**config.mk**
```make
export PLATFORM = sky130hd
export DESIGN_NAME = hour_display_mux
export DESIGN_NICKNAME = d
export VERILOG_FILES = /design/src/rtl/hour_display_mux.sv
export SDC_FILE = /design/constraint.sdc
export NUM_CORES = 1
export LEC_CHECK = 0
export ABC_CLOCK_PERIOD_IN_PS = 2220
export CAP_MARGIN = 0
export CORE_UTILIZATION = 50
export DETAILED_ROUTE_END_ITERATION = 12
export GPL_TIMING_DRIVEN = 0
export PLACE_DENSITY = 0.76
export SYNTH_ARGS = -nofsm -noshare
export SYNTH_HDL_FRONTEND = slang
export SYNTH_SLANG_ARGS = --single-unit
```
**constraint.sdc**
```tcl
create_clock -name clk -period 2.22 [get_ports clk]
set_input_delay 0.222 -clock clk [delete_from_list [all_inputs] [get_ports clk]]
set_output_delay 0.222 -clock clk [all_outputs]
set_load 0.01 [all_outputs]
```
**src/rtl/hour_display_mux.sv**
```systemverilog
// Two-digit multiplexed 7-segment driver for the 0..12 hour counter.
// The value is captured once per frame, so the units and tens digits always show the same sample.
module hour_display_mux #(
   parameter int REFRESH_DIV  = 50000,
   parameter int MAX_VAL      = 12,
   parameter bit COMMON_ANODE = 1'b0
) (
   input  logic       clk,
   input  logic       reset,
   input  logic [3:0] count_in,
   input  logic       blank,
   output logic [6:0] seg,
   output logic [1:0] dig_en,
   output logic       err
);

   localparam int             RC_W     = $clog2(REFRESH_DIV);
   localparam logic [RC_W-1:0] RC_LAST = RC_W'(REFRESH_DIV - 1);
   localparam logic [3:0]     MAX_HOLD = 4'(MAX_VAL);
   localparam logic [6:0]     SEG_DASH = 7'b0000001;
   localparam logic [6:0]     SEG_OFF  = COMMON_ANODE ? 7'b1111111 : 7'b0000000;
   localparam logic [1:0]     DIG_OFF  = COMMON_ANODE ? 2'b11 : 2'b00;

   typedef enum logic {
      UNITS = 1'b0,
      TENS  = 1'b1
   } digit_t;

   digit_t          digit;
   digit_t          digit_next;
   logic [RC_W-1:0] rc;
   logic            tick;
   logic [3:0]      hold;
   logic            out_of_range;
   logic            tens_one;
   logic [3:0]      units_val;
   logic [6:0]      seg_raw;
   logic [1:0]      dig_raw;

   function automatic logic [6:0] seg_of(input logic [3:0] d);
      case (d)
         4'd0:    seg_of = 7'b1111110;
         4'd1:    seg_of = 7'b0110000;
         4'd2:    seg_of = 7'b1101101;
         4'd3:    seg_of = 7'b1111001;
         4'd4:    seg_of = 7'b0110011;
         4'd5:    seg_of = 7'b1011011;
         4'd6:    seg_of = 7'b1011111;
         4'd7:    seg_of = 7'b1110000;
         4'd8:    seg_of = 7'b1111111;
         4'd9:    seg_of = 7'b1111011;
         default: seg_of = SEG_DASH;
      endcase
   endfunction

   assign tick = (rc == RC_LAST);

   always_ff @(posedge clk) begin
      if (!reset) begin
         rc <= '0;
      end else if (tick) begin
         rc <= '0;
      end else begin
         rc <= rc + 1'b1;
      end
   end

   always_ff @(posedge clk) begin
      if (!reset) begin
         digit <= UNITS;
      end else begin
         digit <= digit_next;
      end
   end

   always_comb begin
      digit_next = digit;
      if (tick) begin
         digit_next = (digit == UNITS) ? TENS : UNITS;
      end
   end

   // The end of the tens slot is the frame boundary; only there may the shown value change.
   always_ff @(posedge clk) begin
      if (!reset) begin
         hold <= 4'd0;
      end else if (tick && (digit == TENS)) begin
         hold <= count_in;
      end
   end

   always_comb begin
      out_of_range = (hold > MAX_HOLD);
      tens_one     = (hold >= 4'd10);
      units_val    = tens_one ? (hold - 4'd10) : hold;
   end

   // Leading zero keeps its digit enable so both slots share the same duty cycle.
   always_comb begin
      seg_raw = 7'b0000000;
      dig_raw = 2'b00;
      if (!blank) begin
         dig_raw = (digit == UNITS) ? 2'b01 : 2'b10;
         if (out_of_range) begin
            seg_raw = SEG_DASH;
         end else if (digit == UNITS) begin
            seg_raw = seg_of(units_val);
         end else if (tens_one) begin
            seg_raw = seg_of(4'd1);
         end
      end
   end

   always_ff @(posedge clk) begin
      if (!reset) begin
         seg    <= SEG_OFF;
         dig_en <= DIG_OFF;
         err    <= 1'b0;
      end else begin
         seg    <= COMMON_ANODE ? ~seg_raw : seg_raw;
         dig_en <= COMMON_ANODE ? ~dig_raw : dig_raw;
         err    <= out_of_range;
      end
   end

endmodule
```
==> run_summary.xml <==
<?xml version="1.0" encoding="UTF-8"?>
<metrics>
  <group name="timing">
    <metric name="fmaxAchievable" unit="MHz">477</metric>
    <metric name="hold_ws" unit="ps">434</metric>
    <metric name="final_hold_viol_count" unit="">0</metric>
    <metric name="fin_skew" unit="ps">10.3</metric>
    <metric name="worst_slew_slack_as_a_fraction_of_its_limit" unit="">0.579</metric>
    <metric name="post-route-period-util" unit="">0.945</metric>
    <metric name="setup_violations" unit="">0</metric>
    <metric name="post-route-min-period" unit="ps">2100</metric>
    <metric name="worst-slew-pin-transition" unit="ps">625</metric>
    <metric name="finalMaxSlewViolations" unit="">0</metric>
    <metric name="rsz0062_at_grt" unit="">no</metric>
    <metric name="setup_ws" unit="ps">122</metric>
  </group>
  <group name="cells_and_area">
    <metric name="post_layout_instance_count_excluding_filler_cells" unit="">227</metric>
    <metric name="final_core_util" unit="">0.631</metric>
    <metric name="diodes" unit="">0</metric>
    <metric name="layout.cells.most_common_list" unit="">30 x sky130_fd_sc_hd__dfxtp_1, 24 x sky130_fd_sc_hd__nor2_1, 16 x sky130_fd_sc_hd__clkdlybuf4s50_1, 15 x sky130_fd_sc_hd__nand2_1, 14 x sky130_fd_sc_hd__xnor2_1</metric>
    <metric name="areaGrowthSynthToFinish" unit="%">18.2</metric>
    <metric name="design.final.nets" unit="">208</metric>
    <metric name="most_common_library_cell_in_the_layout_ignoring_fill_and_taps" unit="">sky130_fd_sc_hd__dfxtp_1</metric>
    <metric name="layout-drive-gt1-share" unit="">0.112</metric>
  </group>
  <group name="clock_tree">
    <metric name="htree_levels" unit="">2</metric>
    <metric name="tritoncts" unit="">done</metric>
    <metric name="cts.reportedPaths.clkPinSlew" unit="ps">90</metric>
    <metric name="cts_inserted_buffers" unit="">5</metric>
    <metric name="clockBufferDepth" unit="">2</metric>
    <metric name="clock_latency" unit="ps">320</metric>
    <metric name="root_buffer" unit="">sky130_fd_sc_hd__clkbuf_4</metric>
    <metric name="numClockSinks" unit="">31</metric>
  </group>
  <group name="yosys">
    <metric name="syn_avg_cell_area" unit="µm²">8.58</metric>
    <metric name="yosys_cell_types" unit="">37</metric>
    <metric name="ys_seq_elements" unit="">31</metric>
    <metric name="synthCells" unit="">173</metric>
    <metric name="synthesis.nets" unit="">186</metric>
    <metric name="synthesis.yosys.warnings" unit="">0</metric>
    <metric name="netlist_area" unit="µm²">1480</metric>
    <metric name="seq_area_frac_synth" unit="">0.418</metric>
  </group>
  <group name="place">
    <metric name="buffer_ports.inserted" unit="">16</metric>
    <metric name="dpl_worst_slack" unit="ps">-100</metric>
    <metric name="globalplace.congestion" unit="">0.844</metric>
    <metric name="post_detailed_placement_half_perimeter_wirelength" unit="µm">2120</metric>
    <metric name="post-place-cells" unit="">220</metric>
  </group>
  <group name="grt">
    <metric name="grt_pass1_vias" unit="">1211</metric>
    <metric name="grt_antenna_before_repair" unit="">0</metric>
    <metric name="pin_count_of_the_biggest_net_entering_global_routing" unit="">11</metric>
    <metric name="grt_pass1_wl" unit="µm">5180</metric>
    <metric name="grt.total_usage" unit="">0.210</metric>
    <metric name="grt_remaining_overflow" unit="">0</metric>
  </group>
  <group name="floorplanning">
    <metric name="boundaryPins" unit="">17</metric>
    <metric name="dieArea" unit="µm²">3190</metric>
    <metric name="dieHeight" unit="µm">56.5</metric>
    <metric name="number_of_rows_in_the_core_area" unit="">19</metric>
    <metric name="core" unit="µm²">2780</metric>
    <metric name="initial_utilization" unit="">0.534</metric>
    <metric name="fp.dieW" unit="µm">56.5</metric>
  </group>
  <group name="worst_setup_path">
    <metric name="critical_path.cell_chain" unit="">clkbuf_2 &gt; or2_2 &gt; clkbuf_1 &gt; o21ai_2 &gt; inv_1 &gt; ha_1 &gt; or2_2 &gt; a311oi_2</metric>
    <metric name="max_stage_delay" unit="ps">320</metric>
    <metric name="timing.critical_path.required" unit="ps">2450</metric>
    <metric name="worst_path_dominant_cell_family" unit="">simple AND/OR/NAND/NOR gates</metric>
    <metric name="worst_path_slowest_cell" unit="">sky130_fd_sc_hd__dfxtp_1</metric>
    <metric name="worst_setup_path_end_kind" unit="">flop</metric>
    <metric name="worstPathArrival" unit="ps">2320</metric>
    <metric name="cp.buffers_inverters" unit="">3</metric>
    <metric name="regToRegStartpoint" unit="">hold[1]</metric>
    <metric name="critPathKind" unit="">flop to flop</metric>
    <metric name="cp-startpoint" unit="">hold[1]</metric>
    <metric name="cell_depth_of_the_worst_flop_to_flop_path" unit="">8</metric>
    <metric name="worst-path-stages" unit="">8</metric>
    <metric name="crit_path_start_kind" unit="">flop</metric>
    <metric name="critical_path_peak_fanout" unit="">8</metric>
    <metric name="cpMostUsedCell" unit="">sky130_fd_sc_hd__or2_2</metric>
  </group>
  <group name="min_path">
    <metric name="min_path_type" unit="">input pin to flop</metric>
    <metric name="min-delay-start" unit="">count_in[2]</metric>
    <metric name="worst_hold_path.num_cells" unit="">3</metric>
  </group>
  <group name="detailed_routing">
    <metric name="drt-pass1-iter-count" unit="">4</metric>
    <metric name="vias" unit="">1199</metric>
    <metric name="drtAntennaViolNets" unit="">0</metric>
    <metric name="routedWlPerCell" unit="µm">12.9</metric>
    <metric name="routed_via_density" unit="">5.28</metric>
    <metric name="drt-total-wl" unit="µm">2920</metric>
    <metric name="drt_iter0_drc" unit="">52</metric>
    <metric name="drc_errors" unit="">0</metric>
  </group>
  <group name="flow_run">
    <metric name="cap_violations" unit="">0</metric>
  </group>
  <group name="status">
    <metric name="run_status" unit="">complete, no violations</metric>
  </group>
  <group name="power">
    <metric name="peakVddDrop" unit="mV">0.460</metric>
    <metric name="total_leakage_power" unit="nW">0.655</metric>
    <metric name="report.power.total" unit="mW">0.934</metric>
    <metric name="power_density" unit="nW/µm²">533</metric>
  </group>
</metrics>
[registers in the layout, indices dropped and copies added (netlist names)]
name and cells:
dig_en 2, digit 1, err 1, hold 4, rc 16, seg 7
[through the flow]
stage | setup TNS [ps] | area, µm²
3_3_place_gp | -0.266 | 1680
4_1_cts | 0 | 1730
6_report | 0 | 1750
3_5_place_dp | -100 | 1680
5_1_grt | 0 | 1750
2_1_floorplan | 0 | 1480
[what timing repair did]
item | in CTS | in global routing
gates resized for setup | 2 | 7
endpoints found under the hold margin | 0 | 0
setup buffers | 0 | 0
hold buffers | 0 | 0
setup endpoints to repair | 2 | 10
[layout make-up]
cell class / instances / area, µm²
sequential: 31 / 622
inverter: 11 / 41.3
clock buffer: 7 / 45.0
clock inverter: 1 / 5.00
fill: 237 / 1030
tap: 31 / 38.8
buffer: 7 / 36.3
multi-input combinational: 123 / 806
timing repair buffer: 16 / 160
[worst reg2reg max path, delay by kind of cell (launching register included)]
kind / cells / cell delay, ps
adder cells (fa/ha/maj): 1 / 200
AO/OA/AOI/OAI: 2 / 420
flip-flops: 1 / 320
AND/OR/NAND/NOR: 2 / 620
buffers and inverters: 3 / 440
[logic make-up (layout without fill, tap and decap cells)]
| logic type | after synthesis | after routing | synth area share |
|---|---|---|---|
| buffers and inverters | 19 | 42 | 0.0540 |
| muxes | 5 | 5 | 0.0346 |
| xor gates and xnor gates | 16 | 16 | 0.0944 |
| AOI/OAI and AO/OA | 24 | 24 | 0.105 |
| adders and majority gates | 6 | 6 | 0.0506 |
| and+or+nand+nor | 72 | 72 | 0.243 |
| DFF | 31 | 31 | 0.418 |
[power by group]
group | total (mW) | internal [mW] | switching [mW]
logic | 0.0559 | 0.0312 | 0.0246
clock network | 0.305 | 0.123 | 0.181
registers | 0.574 | 0.567 | 0.00648
[final timing paths]
kind	to	slack, ps
worst min register to register	rc[0]	480
worst max register to register	seg[1]	120
worst max-delay path	seg[1]	120
worst min-delay path	hold[2]	430
[routing by layer]
layer	global-route usage	share of wire	routed length, µm	vias up
li1	-	-	-	635
met1	0.261	0.49	1420	537
met2	0.339	0.46	1350	25
met3	0.0576	0.043	126	2
met4	0.0906	0.0065	19	0
met5	0	0	0	-
[synth_stat cells]
cell type | count | share of area
sky130_fd_sc_hd__a211oi_1 | 4 | 0.020
sky130_fd_sc_hd__a21o_1 | 1 | 0.0051
sky130_fd_sc_hd__a21oi_1 | 2 | 0.0067
sky130_fd_sc_hd__a221oi_1 | 1 | 0.0059
sky130_fd_sc_hd__a311oi_1 | 1 | 0.0059
sky130_fd_sc_hd__a31oi_1 | 2 | 0.0084
sky130_fd_sc_hd__and3_1 | 2 | 0.0084
sky130_fd_sc_hd__and3_2 | 1 | 0.0051
sky130_fd_sc_hd__and3b_1 | 1 | 0.0059
sky130_fd_sc_hd__buf_1 | 1 | 0.0025
sky130_fd_sc_hd__buf_2 | 1 | 0.0034
sky130_fd_sc_hd__buf_6 | 1 | 0.0076
sky130_fd_sc_hd__clkbuf_1 | 5 | 0.013
sky130_fd_sc_hd__dfxtp_1 | 31 | 0.42
sky130_fd_sc_hd__ha_1 | 6 | 0.051
sky130_fd_sc_hd__inv_1 | 11 | 0.028
sky130_fd_sc_hd__mux2_2 | 1 | 0.0076
sky130_fd_sc_hd__mux2i_1 | 4 | 0.027
sky130_fd_sc_hd__nand2_1 | 15 | 0.038
sky130_fd_sc_hd__nand3_1 | 7 | 0.024
sky130_fd_sc_hd__nand4_1 | 3 | 0.013
sky130_fd_sc_hd__nand4b_1 | 1 | 0.0059
sky130_fd_sc_hd__nor2_1 | 24 | 0.061
sky130_fd_sc_hd__nor2b_1 | 2 | 0.0084
sky130_fd_sc_hd__nor3_1 | 5 | 0.017
sky130_fd_sc_hd__nor4_1 | 5 | 0.021
sky130_fd_sc_hd__o211ai_1 | 2 | 0.010
sky130_fd_sc_hd__o21ai_0 | 9 | 0.030
sky130_fd_sc_hd__o21ba_2 | 1 | 0.0067
sky130_fd_sc_hd__o221ai_1 | 1 | 0.0059
sky130_fd_sc_hd__or2_1 | 1 | 0.0042
sky130_fd_sc_hd__or2_2 | 2 | 0.0084
sky130_fd_sc_hd__or4_4 | 1 | 0.0076
sky130_fd_sc_hd__or4b_1 | 1 | 0.0067
sky130_fd_sc_hd__or4b_4 | 1 | 0.0093
sky130_fd_sc_hd__xnor2_1 | 14 | 0.083
sky130_fd_sc_hd__xor2_1 | 2 | 0.012
(Power assumes the default switching activity.)
